[src/rtl/keypad_letter_fsm.sv]
// -----------------------------------------------------------------------------
// keypad_letter_fsm
//
// Multi-tap letter sequencer that sits after the keypad scanner. Presses on
// keys 2-9 cycle through that key's letter group. The pending letter is
// committed as uppercase ASCII on '#', or when a different letter key is
// pressed. '*' discards the pending letter.
//
// Strobes are subject to a press lockout of LOCKOUT_CYCLES enabled cycles
// after each accepted strobe.
//
// Optional feature (macro KEYPAD_AUTOCOMMIT_EN): commit the pending letter
// automatically after TIMEOUT_CYCLES idle cycles in PEND.
//
// Ports
//   clk        in   1  system clock, all logic on posedge
//   rst        in   1  asynchronous, active-high reset
//   enable     in   1  1 = strobes accepted / timeout counts, 0 = frozen
//   cur_key    in   8  [7:4] row one-hot (bit7 top row),
//                      [3:0] col one-hot (bit3 left col)
//   strobe     in   1  one-cycle press edge qualifying cur_key
//   letter     out  8  ASCII of last committed letter, held until next commit
//   letter_vld out  1  one-cycle pulse; letter carries the new value in
//                      the same cycle
//   preview    out  8  ASCII of pending candidate, 8'h00 outside PEND
//   busy       out  1  high while a candidate is pending
//   key_err    out  1  one-cycle pulse for an accepted strobe whose key
//                      code is malformed
//
// Handshake: there is no back-pressure. letter_vld and key_err are
// single-cycle valid pulses that the consumer must take in the cycle they
// are high. All outputs are registered and change on the cycle after the
// accepted strobe.
// -----------------------------------------------------------------------------
module keypad_letter_fsm #(
    parameter int LOCKOUT_CYCLES = 16,
    parameter int TIMEOUT_CYCLES = 1000
) (
    input  logic       clk,
    input  logic       rst,
    input  logic       enable,
    input  logic [7:0] cur_key,
    input  logic       strobe,
    output logic [7:0] letter,
    output logic       letter_vld,
    output logic [7:0] preview,
    output logic       busy,
    output logic       key_err
);

    localparam int LOCK_W = $clog2(LOCKOUT_CYCLES + 1);

    if (LOCKOUT_CYCLES < 1) begin : g_bad_lockout
        $error("LOCKOUT_CYCLES must be at least 1");
    end
    if (TIMEOUT_CYCLES < 2) begin : g_bad_timeout
        $error("TIMEOUT_CYCLES must be at least 2");
    end

    typedef enum logic {
        IDLE = 1'b0,
        PEND = 1'b1
    } state_t;

    // ---------------------------------------------------------------- helpers
    function automatic logic onehot4(input logic [3:0] v);
        return (v != 4'd0) && ((v & (v - 4'd1)) == 4'd0);
    endfunction

    // Position of the set bit, counted from the MSB (top row / left col = 0).
    function automatic logic [1:0] pos4(input logic [3:0] v);
        case (v)
            4'b1000: pos4 = 2'd0;
            4'b0100: pos4 = 2'd1;
            4'b0010: pos4 = 2'd2;
            default: pos4 = 2'd3;
        endcase
    endfunction

    function automatic logic [7:0] group_base(input logic [3:0] d);
        case (d)
            4'd2:    group_base = 8'h41; // A
            4'd3:    group_base = 8'h44; // D
            4'd4:    group_base = 8'h47; // G
            4'd5:    group_base = 8'h4A; // J
            4'd6:    group_base = 8'h4D; // M
            4'd7:    group_base = 8'h50; // P
            4'd8:    group_base = 8'h54; // T
            4'd9:    group_base = 8'h57; // W
            default: group_base = 8'h00;
        endcase
    endfunction

    // Highest index in a group: 7 and 9 carry four letters, the rest three.
    function automatic logic [1:0] group_last(input logic [3:0] d);
        return ((d == 4'd7) || (d == 4'd9)) ? 2'd3 : 2'd2;
    endfunction

    // -------------------------------------------------------------- registers
    state_t            state, state_n;
    logic [3:0]        grp, grp_n;
    logic [1:0]        idx, idx_n;
    logic [LOCK_W-1:0] lock_cnt, lock_n;
    logic [7:0]        letter_n, preview_n;
    logic              letter_vld_n, busy_n, key_err_n;

    // ------------------------------------------------------------- key decode
    logic       key_ok, is_letter, is_hash, is_star, accept, commit;
    logic [1:0] row, col;
    logic [3:0] key_digit;
    logic [7:0] cand;

    always_comb begin
        key_ok    = onehot4(cur_key[7:4]) && onehot4(cur_key[3:0]);
        row       = pos4(cur_key[7:4]);
        col       = pos4(cur_key[3:0]);
        // Digit of the 3x3 numeric block; only meaningful when row,col < 3.
        key_digit = 4'(row) * 4'd3 + 4'(col) + 4'd1;
        is_letter = key_ok && (row != 2'd3) && (col != 2'd3) && (key_digit != 4'd1);
        is_star   = key_ok && (row == 2'd3) && (col == 2'd0);
        is_hash   = key_ok && (row == 2'd3) && (col == 2'd2);
        accept    = strobe && enable && (lock_cnt == '0);
        cand      = group_base(grp) + {6'd0, idx};
    end

`ifdef KEYPAD_AUTOCOMMIT_EN
    localparam int TO_W = $clog2(TIMEOUT_CYCLES);
    logic [TO_W-1:0] to_cnt, to_n;
`endif

    // ------------------------------------------------------ next-state logic
    always_comb begin
        state_n   = state;
        grp_n     = grp;
        idx_n     = idx;
        lock_n    = lock_cnt;
        commit    = 1'b0;
        key_err_n = 1'b0;
`ifdef KEYPAD_AUTOCOMMIT_EN
        to_n      = to_cnt;
`endif

        if (enable && (lock_cnt != '0)) begin
            lock_n = lock_cnt - LOCK_W'(1);
        end

        if (accept) begin
            lock_n = LOCK_W'(LOCKOUT_CYCLES - 1);
            if (!key_ok) begin
                // Malformed code: flagged, otherwise behaves as an ignored key.
                key_err_n = 1'b1;
            end else if (is_letter) begin
                if (state == IDLE) begin
                    state_n = PEND;
                    grp_n   = key_digit;
                    idx_n   = 2'd0;
                end else if (key_digit == grp) begin
                    idx_n = (idx == group_last(grp)) ? 2'd0 : idx + 2'd1;
                end else begin
                    commit = 1'b1;
                    grp_n  = key_digit;
                    idx_n  = 2'd0;
                end
            end else if (is_hash && (state == PEND)) begin
                commit  = 1'b1;
                state_n = IDLE;
            end else if (is_star) begin
                state_n = IDLE;
            end
        end

`ifdef KEYPAD_AUTOCOMMIT_EN
        // Any accepted strobe (ignored keys included) restarts the idle
        // count, and takes priority over a timeout in the same cycle.
        if (accept || (state == IDLE)) begin
            to_n = '0;
        end else if (enable) begin
            if (to_cnt == TO_W'(TIMEOUT_CYCLES - 1)) begin
                commit  = 1'b1;
                state_n = IDLE;
                to_n    = '0;
            end else begin
                to_n = to_cnt + TO_W'(1);
            end
        end
`endif

        letter_n     = commit ? cand : letter;
        letter_vld_n = commit;
        busy_n       = (state_n == PEND);
        preview_n    = (state_n == PEND) ? (group_base(grp_n) + {6'd0, idx_n}) : 8'h00;
    end

    // ---------------------------------------------------------- state update
    always_ff @(posedge clk or posedge rst) begin
        if (rst) begin
            state      <= IDLE;
            grp        <= 4'd0;
            idx        <= 2'd0;
            lock_cnt   <= '0;
            letter     <= 8'h00;
            letter_vld <= 1'b0;
            preview    <= 8'h00;
            busy       <= 1'b0;
            key_err    <= 1'b0;
        end else begin
            state      <= state_n;
            grp        <= grp_n;
            idx        <= idx_n;
            lock_cnt   <= lock_n;
            letter     <= letter_n;
            letter_vld <= letter_vld_n;
            preview    <= preview_n;
            busy       <= busy_n;
            key_err    <= key_err_n;
        end
    end

`ifdef KEYPAD_AUTOCOMMIT_EN
    always_ff @(posedge clk or posedge rst) begin
        if (rst) begin
            to_cnt <= '0;
        end else begin
            to_cnt <= to_n;
        end
    end
`endif

endmodule

[config.mk]
export PLATFORM = sky130hd
export DESIGN_NAME = keypad_letter_fsm
export DESIGN_NICKNAME = d
export VERILOG_FILES = /design/src/rtl/keypad_letter_fsm.sv
export SDC_FILE = /design/constraint.sdc
export NUM_CORES = 1
export LEC_CHECK = 0
export BUFFER_PORTS_ARGS = -buffer_cell sky130_fd_sc_hd__buf_4
export CORE_ASPECT_RATIO = 0.75
export CORE_MARGIN = 2
export CORE_UTILIZATION = 40
export CTS_CLUSTER_SIZE = 30
export DETAILED_ROUTE_END_ITERATION = 10
export SLEW_MARGIN = 20
export SYNTH_ARGS = -nofsm -noshare
export SYNTH_HDL_FRONTEND = slang
export SYNTH_SLANG_ARGS = --single-unit
export TNS_END_PERCENT = 10
[constraint.sdc]
create_clock -name clk -period 5.6 [get_ports clk]
set_clock_uncertainty 0.2 [all_clocks]
set_input_delay 1.4 -clock clk [delete_from_list [all_inputs] [get_ports clk]]
set_output_delay 1.4 -clock clk [all_outputs]
set_load 0.02 [all_outputs]
==> summary.txt, run 1 <==
Status
  – Outcome: complete, but fails checks
  – Violated checks: negative setup slack

Drt
  – Vias/cell: roughly 5
  – TritonRoute pass-1 iters: 4
  – DR iter-0 viols: slightly above 90
  – DRT Wirelength: between 5 and 6 mm
  – DR vias: roughly 1900
  – DRC viols: 0
  – Post-DRT Antenna Nets: 0
  – DR WL/cell: 13.8 microns

STA
  – FMAX: around 0.17 GHz
  – Setup TNS: -0.299 ns
  – Slew HR: 60.8%
  – Final WS setup: -0.296 ns
  – Final period utilization: 105%
  – Hold Vio Cnt, Final: 0
  – Tmin final: about 6 ns
  – RSZ-0062 raised after global routing: true
  – Final setup viols: 2
  – Hold_ws: 0.291 ns
  – Least-Margin Pin Slew: roughly 0.59 ns
  – Max Slew Vio Count: 0

Die
  – Die height: 67.7 microns
  – Initial Util: around two fifths
  – Die Footprint: ~0.006 sq mm
  – Die Width: roughly 89 microns
  – Rows: 23
  – # IOs: 31
  – Core Box Area: between 0.005 and 0.006 sq mm

Layout
  – Non-Filler Instances: ~370
  – Most frequent cells in the layout: buf_4 (72), dfrtp_1 (28), nand2_1 (19)
  – Most common cell after layout, fill and taps aside: buf_4
  – Area growth syn-to-layout: 37.2%
  – Final nets: 331
  – Fin area: 0.00296 sq mm
  – Share of layout cells above drive strength 1: 37.2%
  – Ant. Diodes: 0

Pwr
  – Switch share: a little under a third
  – Worst vdd ir: approximately 110 uV
  – PwrDens: about 170 mW/mm^2
  – Lkg Pwr: roughly 1.4 nW
  – PnR Total Power: about 0.0005 W
  – Pint: 0.000351 W
  – Clock network fraction of total power: 25.1%
  – Logic pwr share: approximately 28%
  – Sequential cell fraction of total power: 46.7%
  – Psw: 0.000151 W

Synthesis
  – Main synth FF type: dfrtp_1
  – EDFF count, synth: 0
  – Sequential area share after synthesis: around a third
  – Yosys Warn Count: 0
  – Synthesized flop and latch total: 28
  – Post-synth ARST share: 100%
  – Synth unique cells: 60
  – Syn Area/Cell: approximately 9.4 sq um
  – Syn Inst Count: 230
  – Mapped Area: between 0.002 and 0.0025 sq mm

Clock tree
  – Worst-path clk slew: 0.10 ns
  – Root Driver: clkbuf_8
  – CTS tree: yes
  – Maximum root-to-sink buffer count: 2
  – Skew-Pair Late Insertion Delay: ~0.27 ns
  – Count of hold-fix buffers inserted at cts: 0
  – Htree depth: 1
  – Cts bufs inserted: 3
  – Post-CTS Setup Inserts: 0
  – CTS Sinks: 28
  – Post_cts resized: 3

Worst hold path
  – WHS Path Cells: 1
  – Hold Crit Start: letter[6]
  – Hold Crit Endpoint: letter[6]
  – Class of the worst hold path: flop to flop

Setup path
  – Critical Path End Type: flop
  – Cells along the critical path: buf_4, or4b_4, ha_4, o41ai_4, nand2_1, ha_2, fa_2, xor2_4, nor3b_4, a2111o_1, nor2_4, nand2_2, o21ai_2, inv_1, ha_2, mux2i_1, o21ai_1, ha_2, fa_2, nor2b_4, o211a_1, a311o_1, a21oi_2, a211oi_2
  – Critical Path RT: ~5.6 ns
  – Kind of critical path: input pin to flop
  – FF-to-FF path depth: 19
  – Reg2reg end: preview[4]
  – Crit path max fanout: 6
  – Crit path largest cell delay: ~0.55 ns
  – Arr. time, crit path: 5.86 ns
  – Start of the worst register-to-register path: lock_cnt[0]
  – Crit path max-delay cell type: or4b_4
  – Cell mode on critical path: ha_2
  – Startpoint types: input pin
  – FF-to-FF setup slack: approximately 1.5 ns

Place
  – Post-DP HPWL: 4.12 mm
  – DP Area: just under 0.003 sq mm
  – I/O Buffers: 28
  – GPL Wtd Cong: 0.870
  – Placed Cells: between 300 and 400

Global routing
  – Grt total ovfl: 0
  – Initial antenna violation count: 0
  – Vias in the first global route: between 1500 and 2000
  – Largest net degree at the start of global routing: 29
  – All-Layer GR Usage: 18.3%
  – First-pass GRT wire length: approximately 8.5 mm

Run
  – Max_cap viols: 0
-- metal layers --
layer	wire (microns)	track usage (%)	vias up
met5	0	0	-
met4	11	1.70	0
met3	197	2.93	2
met2	2140	27.0	31
met1	2790	28.8	919
li1	-	-	955
-- cells in the mapped netlist, drive strengths merged, types with 2 or more instances --
cell type  number  area [sq um]
nand2          21          81.3
buf             7          46.3
and3            3          18.8
nor2b           2          12.5
o41ai           2          17.5
fa              3          60.1
nand2b          3          18.8
mux2i           7          82.6
ha             17           213
or4             4          33.8
nand4           2          12.5
nand3           4          25.0
nor2           16          62.6
xor2            6          60.1
o21ai          19          98.9
inv            14          52.6
clkbuf          4          16.3
or3             5          31.3
and2            4          27.5
a22oi           2          15.0
xnor2           6          52.6
a31oi           2          12.5
dfrtp          28           701
o22ai           3          18.8
mux2            8          90.1
nor3            5          25.0
a21boi          2          30.0
a21oi          11          55.1
nand3b          3          22.5
-- metrics by stage --
| stage | utilization, % | setup WS, ns |
|---|---|---|
| 2_1_floorplan | - | -0.354 |
| 3_3_place_gp | 55.0 | -0.484 |
| 3_5_place_dp | 55.0 | -0.541 |
| 4_1_cts | 56.3 | -0.300 |
| 5_1_grt | 56.3 | -0.483 |
| 6_report | 56.3 | -0.296 |
-- state kept, by name, summed over array words and instances (netlist names) --
register	flops
grp	4
idx	2
key_err	1
letter	7
letter_vld	1
lock_cnt	5
preview	7
state	1
-- cells by family (layout without fill, tap and decap cells) --
logic type / after synthesis / count (layout) / synth area share (%)
compound gates: 53 / 53 / 17.3
xor+xnor: 12 / 12 / 5.21
fa+ha+maj: 20 / 20 / 12.6
buf+inv: 25 / 92 / 5.33
flops: 28 / 28 / 32.4
mux: 15 / 15 / 7.99
other cells: 1 / 2 / 0.174
simple gates: 76 / 76 / 19.0
-- power groups by stage --
stage | Clock [W] | Combinational (W) | Sequential, W
2_1_floorplan | 0 | 0.0000935 | 0.000234
3_3_place_gp | 0 | 0.000136 | 0.000237
3_5_place_dp | 0 | 0.000139 | 0.000237
4_1_cts | 0.000131 | 0.000143 | 0.000234
5_1_grt | 0.000140 | 0.000158 | 0.000236
6_report | 0.000126 | 0.000142 | 0.000234
-- critical path, delay by kind of cell --
family | cells | cell delay (ns)
buf+inv | 2 | 0.19
fa+ha+maj | 6 | 1.56
simple gates | 6 | 1.16
mux | 1 | 0.14
xor+xnor | 1 | 0.18
compound gates | 8 | 1.24
-- cell type report --
| type | count | area (sq um) |
|---|---|---|
| tap | 75 | 93.8 |
| clock buffer | 4 | 55.1 |
| inverter | 14 | 52.6 |
| multi-input combinational | 178 | 1480 |
| sequential | 28 | 701 |
| fill | 477 | 2300 |
| timing repair buffer | 74 | 581 |
-- how the worst max path moves through the flow --
stage | endpoint | slack [ns] | from | cells after the start
final | preview[4] | -0.30 | cur_key[7] | 24
after global routing | preview[4] | -0.48 | cur_key[7] | 24
after CTS | preview[4] | -0.30 | cur_key[7] | 24
after detailed placement | preview[4] | -0.54 | cur_key[7] | 23
after global placement | preview[4] | -0.48 | cur_key[7] | 23
after floorplan | preview[4] | -0.35 | cur_key[7] | 23
Note: power is estimated with default switching activity, not from simulation.
==> inputs of run 2 (changes only) <==
CORE_UTILIZATION = 30   (was 40)
==> summary.txt, run 2 (synthesis results as in run 1) <==
Status
  – Outcome: complete, but fails checks
  – Violated checks: negative setup slack

Place
  – DP Worst Slack: -0.576 ns
  – I/O Buffers: 28
  – Placed Cells: roughly 390
  – DP Area: 0.00287 sq mm
  – Post-DP HPWL: roughly 4.2 mm
  – GPL Wtd Cong: approximately 0.83

Clock tree
  – Skew-Pair Late Insertion Delay: 0.28 ns
  – Maximum root-to-sink buffer count: 2
  – Cts bufs inserted: 3
  – Root Driver: clkbuf_8
  – Htree depth: 1
  – CTS Sinks: 28
  – CTS tree: yes
  – Worst-path clk slew: 0.10 ns

Layout
  – Most frequent cells in the layout: buf_4 (71), dfrtp_1 (28), nand2_1 (19)
  – Share of layout cells above drive strength 1: 38.0%
  – Ant. Diodes: 0
  – Layout Utilization: around 44%
  – Largest registers: letter x7, preview x7, lock_cnt x5
  – Fill count: ~690
  – Non-Filler Instances: roughly 400
  – Register Area: 701 sq um
  – Final nets: 330
  – Multi-input logic area: ~0.0015 sq mm
  – Area growth syn-to-layout: 39.0%
  – Fin area: ~0.0030 sq mm
  – Most common cell after layout, fill and taps aside: buf_4

Setup path
  – Arr. time, crit path: about 5.7 ns
  – Crit path max fanout: 5
  – Cell mode on critical path: ha_2
  – Startpoint types: input pin
  – Critical Path End Type: flop
  – FF-to-FF path depth: 19
  – FF-to-FF setup slack: 1.51 ns
  – Start of the worst register-to-register path: lock_cnt[0]
  – Cell family with most CP delay: adder cells
  – Cells along the critical path: buf_6, or4b_4, ha_4, o41ai_4, nand2_1, ha_2, fa_2, xor2_4, nor3b_4, a2111o_1, nor2_4, nand2_2, o21ai_2, inv_1, ha_2, mux2i_1, o21ai_1, ha_2, fa_2, nor2b_4, o211a_1, a311o_1, a21oi_2, a211oi_2
  – WP buf/inv: 2
  – Reg2reg end: preview[4]
  – Crit path largest cell delay: about 0.55 ns
  – Crit path max-delay cell type: or4b_4
  – Kind of critical path: input pin to flop
  – Critical Path RT: between 5 and 6 ns

STA
  – Final setup viols: 1
  – Final period utilization: 103%
  – Max Slew Vio Count: 0
  – Least-Margin Pin Slew: 0.594 ns
  – Slew HR: between 60% and 70%
  – Final WS setup: -0.148 ns
  – Tmin final: between 5 and 6 ns
  – RSZ-0062 raised after global routing: true
  – FMAX: 0.174 GHz
  – Hold_ws: between 0.2 and 0.3 ns
  – Hold Vio Cnt, Final: 0

Global routing
  – Largest net degree at the start of global routing: 29
  – Grt total ovfl: 0
  – Vias in the first global route: 1793
  – All-Layer GR Usage: 13.7%
  – First-pass GRT wire length: 8.74 mm
  – Initial antenna violation count: 0

Die
  – Die Width: 102 microns
  – Rows: 26
  – # IOs: 31
  – Die height: 77.5 microns
  – Core Box Area: 0.00690 sq mm
  – Initial Util: a little under a third
  – Die Footprint: 0.00791 sq mm

Pwr
  – Worst vdd ir: 95.8 uV
  – PwrDens: about 180 mW/mm^2
  – Lkg Pwr: 1.39 nW

Worst hold path
  – Hold Crit Endpoint: letter[3]
  – Hold Crit Start: letter[3]
  – Class of the worst hold path: flop to flop
  – WHS Path Cells: 1

Drt
  – DRC viols: 0
  – Post-DRT Antenna Nets: 0
  – DR WL/cell: about 13 microns
  – DR iter-0 viols: a little under 90
  – DRT Wirelength: between 5 and 6 mm
  – Vias/cell: 4.79
  – DR vias: 1892
  – TritonRoute pass-1 iters: 4

Run
  – Max_cap viols: 0
## run 2: timing repair
item | CTS | global route
setup endpoints to repair | 2 | 5
resized for setup | 7 | 1
setup buffers | 3 | 0
hold buffers | 0 | 0
pin swaps | 12 | 7
## run 2: routing by layer
metal / track usage (%) / routed length, microns / vias up
met4: 1.20 / 14 / 0
met5: 0 / 0 / -
li1: - / - / 956
met1: 22.5 / 2740 / 894
met3: 2.52 / 253 / 2
met2: 19.1 / 2160 / 40
## run 2: report_power, final
part	internal, W	leakage (nW)	switching, W
clock	0.0000957	0.0357	0.0000645
sequential	0.000217	0.370	0.0000163
combinational	0.0000682	0.988	0.0000720
total	0.000381	1.39	0.000153
## run 2: worst max path at each step
stage / startpoint / endpoint / cells after the start
finish: cur_key[4] / preview[4] / 24
global route: cur_key[4] / preview[4] / 24
CTS: cur_key[4] / preview[4] / 24
detailed placement: cur_key[7] / preview[4] / 23
global placement: cur_key[7] / preview[4] / 23
floorplan: cur_key[7] / preview[4] / 23
## run 2: metrics by stage
| step | total power [W] | TNS, ns |
|---|---|---|
| final | 0.000534 | -0.148 |
| after global routing | 0.000567 | -0.552 |
| after CTS | 0.000542 | -0.248 |
| after detailed placement | 0.000373 | -1.58 |
| after global placement | 0.000369 | -1.41 |
| after floorplan | 0.000327 | -0.354 |
## run 2: area by class of cell
| cell class | instances | area share [%] |
|---|---|---|
| Clock inverter | 1 | 1.00 |
| Tap cell | 98 | 4.08 |
| Timing Repair Buffer | 73 | 18.5 |
| Multi-Input combinational cell | 178 | 50.0 |
| Inverter | 14 | 1.75 |
| Sequential cell | 28 | 23.3 |
| Clock buffer | 3 | 1.37 |
==> inputs of run 3 (changes only) <==
CORE_MARGIN = default   (was 2)
CORE_UTILIZATION = 44   (was 30)
==> summary.txt, run 3 (synthesis results as in run 1) <==
Global routing
  – Vias in the first global route: 1875
  – Largest net degree at the start of global routing: 29
  – First-pass GRT wire length: ~8.9 mm
  – Initial antenna violation count: 0
  – All-Layer GR Usage: between 20 and 25%
  – Grt total ovfl: 0

STA
  – Hold_ws: slightly below 0.3 ns
  – Least-Margin Pin Slew: about 0.6 ns
  – Max Slew Vio Count: 0
  – Slew HR: 61.0%
  – Final period utilization: 104%
  – RSZ-0062 raised after global routing: true
  – Final setup viols: 1
  – Setup TNS: -0.220 ns
  – Tmin final: about 5.8 ns
  – Hold Vio Cnt, Final: 0
  – Final WS setup: -0.220 ns
  – FMAX: 0.172 GHz

Setup path
  – Crit path max-delay cell type: or4b_4
  – Cell family with most CP delay: adder cells
  – Crit path largest cell delay: approximately 0.55 ns
  – Startpoint types: input pin
  – Cell mode on critical path: ha_2
  – Critical Path RT: 5.56 ns
  – Arr. time, crit path: approximately 5.8 ns
  – Cells along the critical path: buf_4, or4b_4, ha_4, o41ai_4, nand2_1, ha_2, fa_2, xor2_4, nor3b_2, a2111o_1, nor2_4, nand2_2, o21ai_2, inv_1, ha_2, mux2i_1, o21ai_1, ha_2, fa_2, nor2b_4, o211a_1, a311o_1, a21oi_2, a211oi_2
  – Kind of critical path: input pin to flop
  – WP buf/inv: 2
  – Crit path max fanout: 5
  – Critical Path End Type: flop

Layout
  – Final nets: 329
  – Largest registers: letter x7, preview x7, lock_cnt x5
  – Area growth syn-to-layout: 36.5%
  – Share of layout cells above drive strength 1: roughly 38%
  – Most frequent cells in the layout: buf_4 (70), dfrtp_1 (28), nand2_1 (19)
  – Fill count: 388
  – Most common cell after layout, fill and taps aside: buf_4
  – Ant. Diodes: 0

Pwr
  – PwrDens: 180 mW/mm^2
  – Worst vdd ir: 254 uV
  – Lkg Pwr: 1.39 nW
  – PnR Total Power: approximately 0.00053 W

Clock tree
  – Cts bufs inserted: 3
  – Htree depth: 1
  – CTS Sinks: 28
  – Count of hold-fix buffers inserted at cts: 0
  – Maximum root-to-sink buffer count: 2
  – Worst-path clk slew: ~0.10 ns
  – CTS tree: yes
  – Skew-Pair Late Insertion Delay: roughly 0.28 ns
  – Root Driver: clkbuf_8

Status
  – Outcome: complete, but fails checks
  – Violated checks: negative setup slack

Drt
  – DR iter-0 viols: between 80 and 90
  – DR vias: between 1500 and 2000
  – DRT Wirelength: 5.02 mm
  – Vias/cell: ~5.3
  – DRC viols: 0
  – Post-DRT Antenna Nets: 0
  – DR WL/cell: roughly 14 microns
  – TritonRoute pass-1 iters: 4

Die
  – Die Footprint: 0.00520 sq mm
  – Initial Util: between 40% and 50%
  – # IOs: 31
  – Core Box Area: ~0.0046 sq mm
  – Rows: 21
  – Die Width: 82.9 microns
  – Die height: ~63 microns

Place
  – Post-DP HPWL: slightly above 4 mm
  – DP Worst Slack: -0.572 ns
  – I/O Buffers: 28
  – GPL Wtd Cong: about 0.86

Worst hold path
  – Class of the worst hold path: flop to flop

Run
  – Max_cap viols: 0
==> run 3: path summary, 6_finish.rpt <==
path	startpoint	end	slack [ns]	cells past startpoint
setup / recovery	cur_key[7]	preview[4]	-0.22	24
hold / removal	letter[5]	letter[5]	0.30	1
setup reg to reg	lock_cnt[0]	preview[4]	1.52	18
hold reg to reg	letter[5]	letter[5]	0.30	1
max in group asynchronous	rst	preview[3]	3.84	2
min in group asynchronous	rst	preview[6]	0.98	2
==> run 3: final cells by class <==
type                       count  area, sq um  share of cell area [%]
inverter                      14         52.6                    1.78
clock inverter                 1         30.0                    1.02
clock buffer                   3         41.3                    1.40
sequential                    28          701                    23.8
timing repair buffer          72          566                    19.2
tap                           57         71.3                    2.42
multi-input combinational    178         1490                    50.4
==> run 3: timing repair <==
item | in CTS | in global routing
setup endpoints to repair | 2 | 5
gates resized for setup | 1 | 5
pin swaps | 2 | 1
buffers inserted | 1 | 1
==> run 3: per-stage QoR <==
stage          std cells  area, sq um  utilization, %
3_5_place_dp         347         2850            61.9
3_3_place_gp         347         2850            61.9
4_1_cts              352         2930            63.6
2_1_floorplan        231         2300               -
5_1_grt              353         2950            64.1
6_report             353         2950            64.1
==> run 3: power breakdown <==
| part | total, W | switching [W] | internal [W] | leakage, nW |
|---|---|---|---|---|
| Combinational | 0.000138 | 0.0000700 | 0.0000682 | 0.987 |
| Clock | 0.000159 | 0.0000636 | 0.0000958 | 0.0357 |
| Sequential | 0.000233 | 0.0000153 | 0.000217 | 0.370 |
| Total | 0.000530 | 0.000149 | 0.000381 | 1.39 |
==> run 3: routing by layer <==
metal / global-route usage (%) / vias to the layer above / routed length [microns]
li1: - / 953 / -
met4: 2.80 / 0 / 19
met2: 32.6 / 37 / 2140
met1: 32.6 / 872 / 2590
met5: 0 / - / 0
met3: 3.70 / 2 / 275
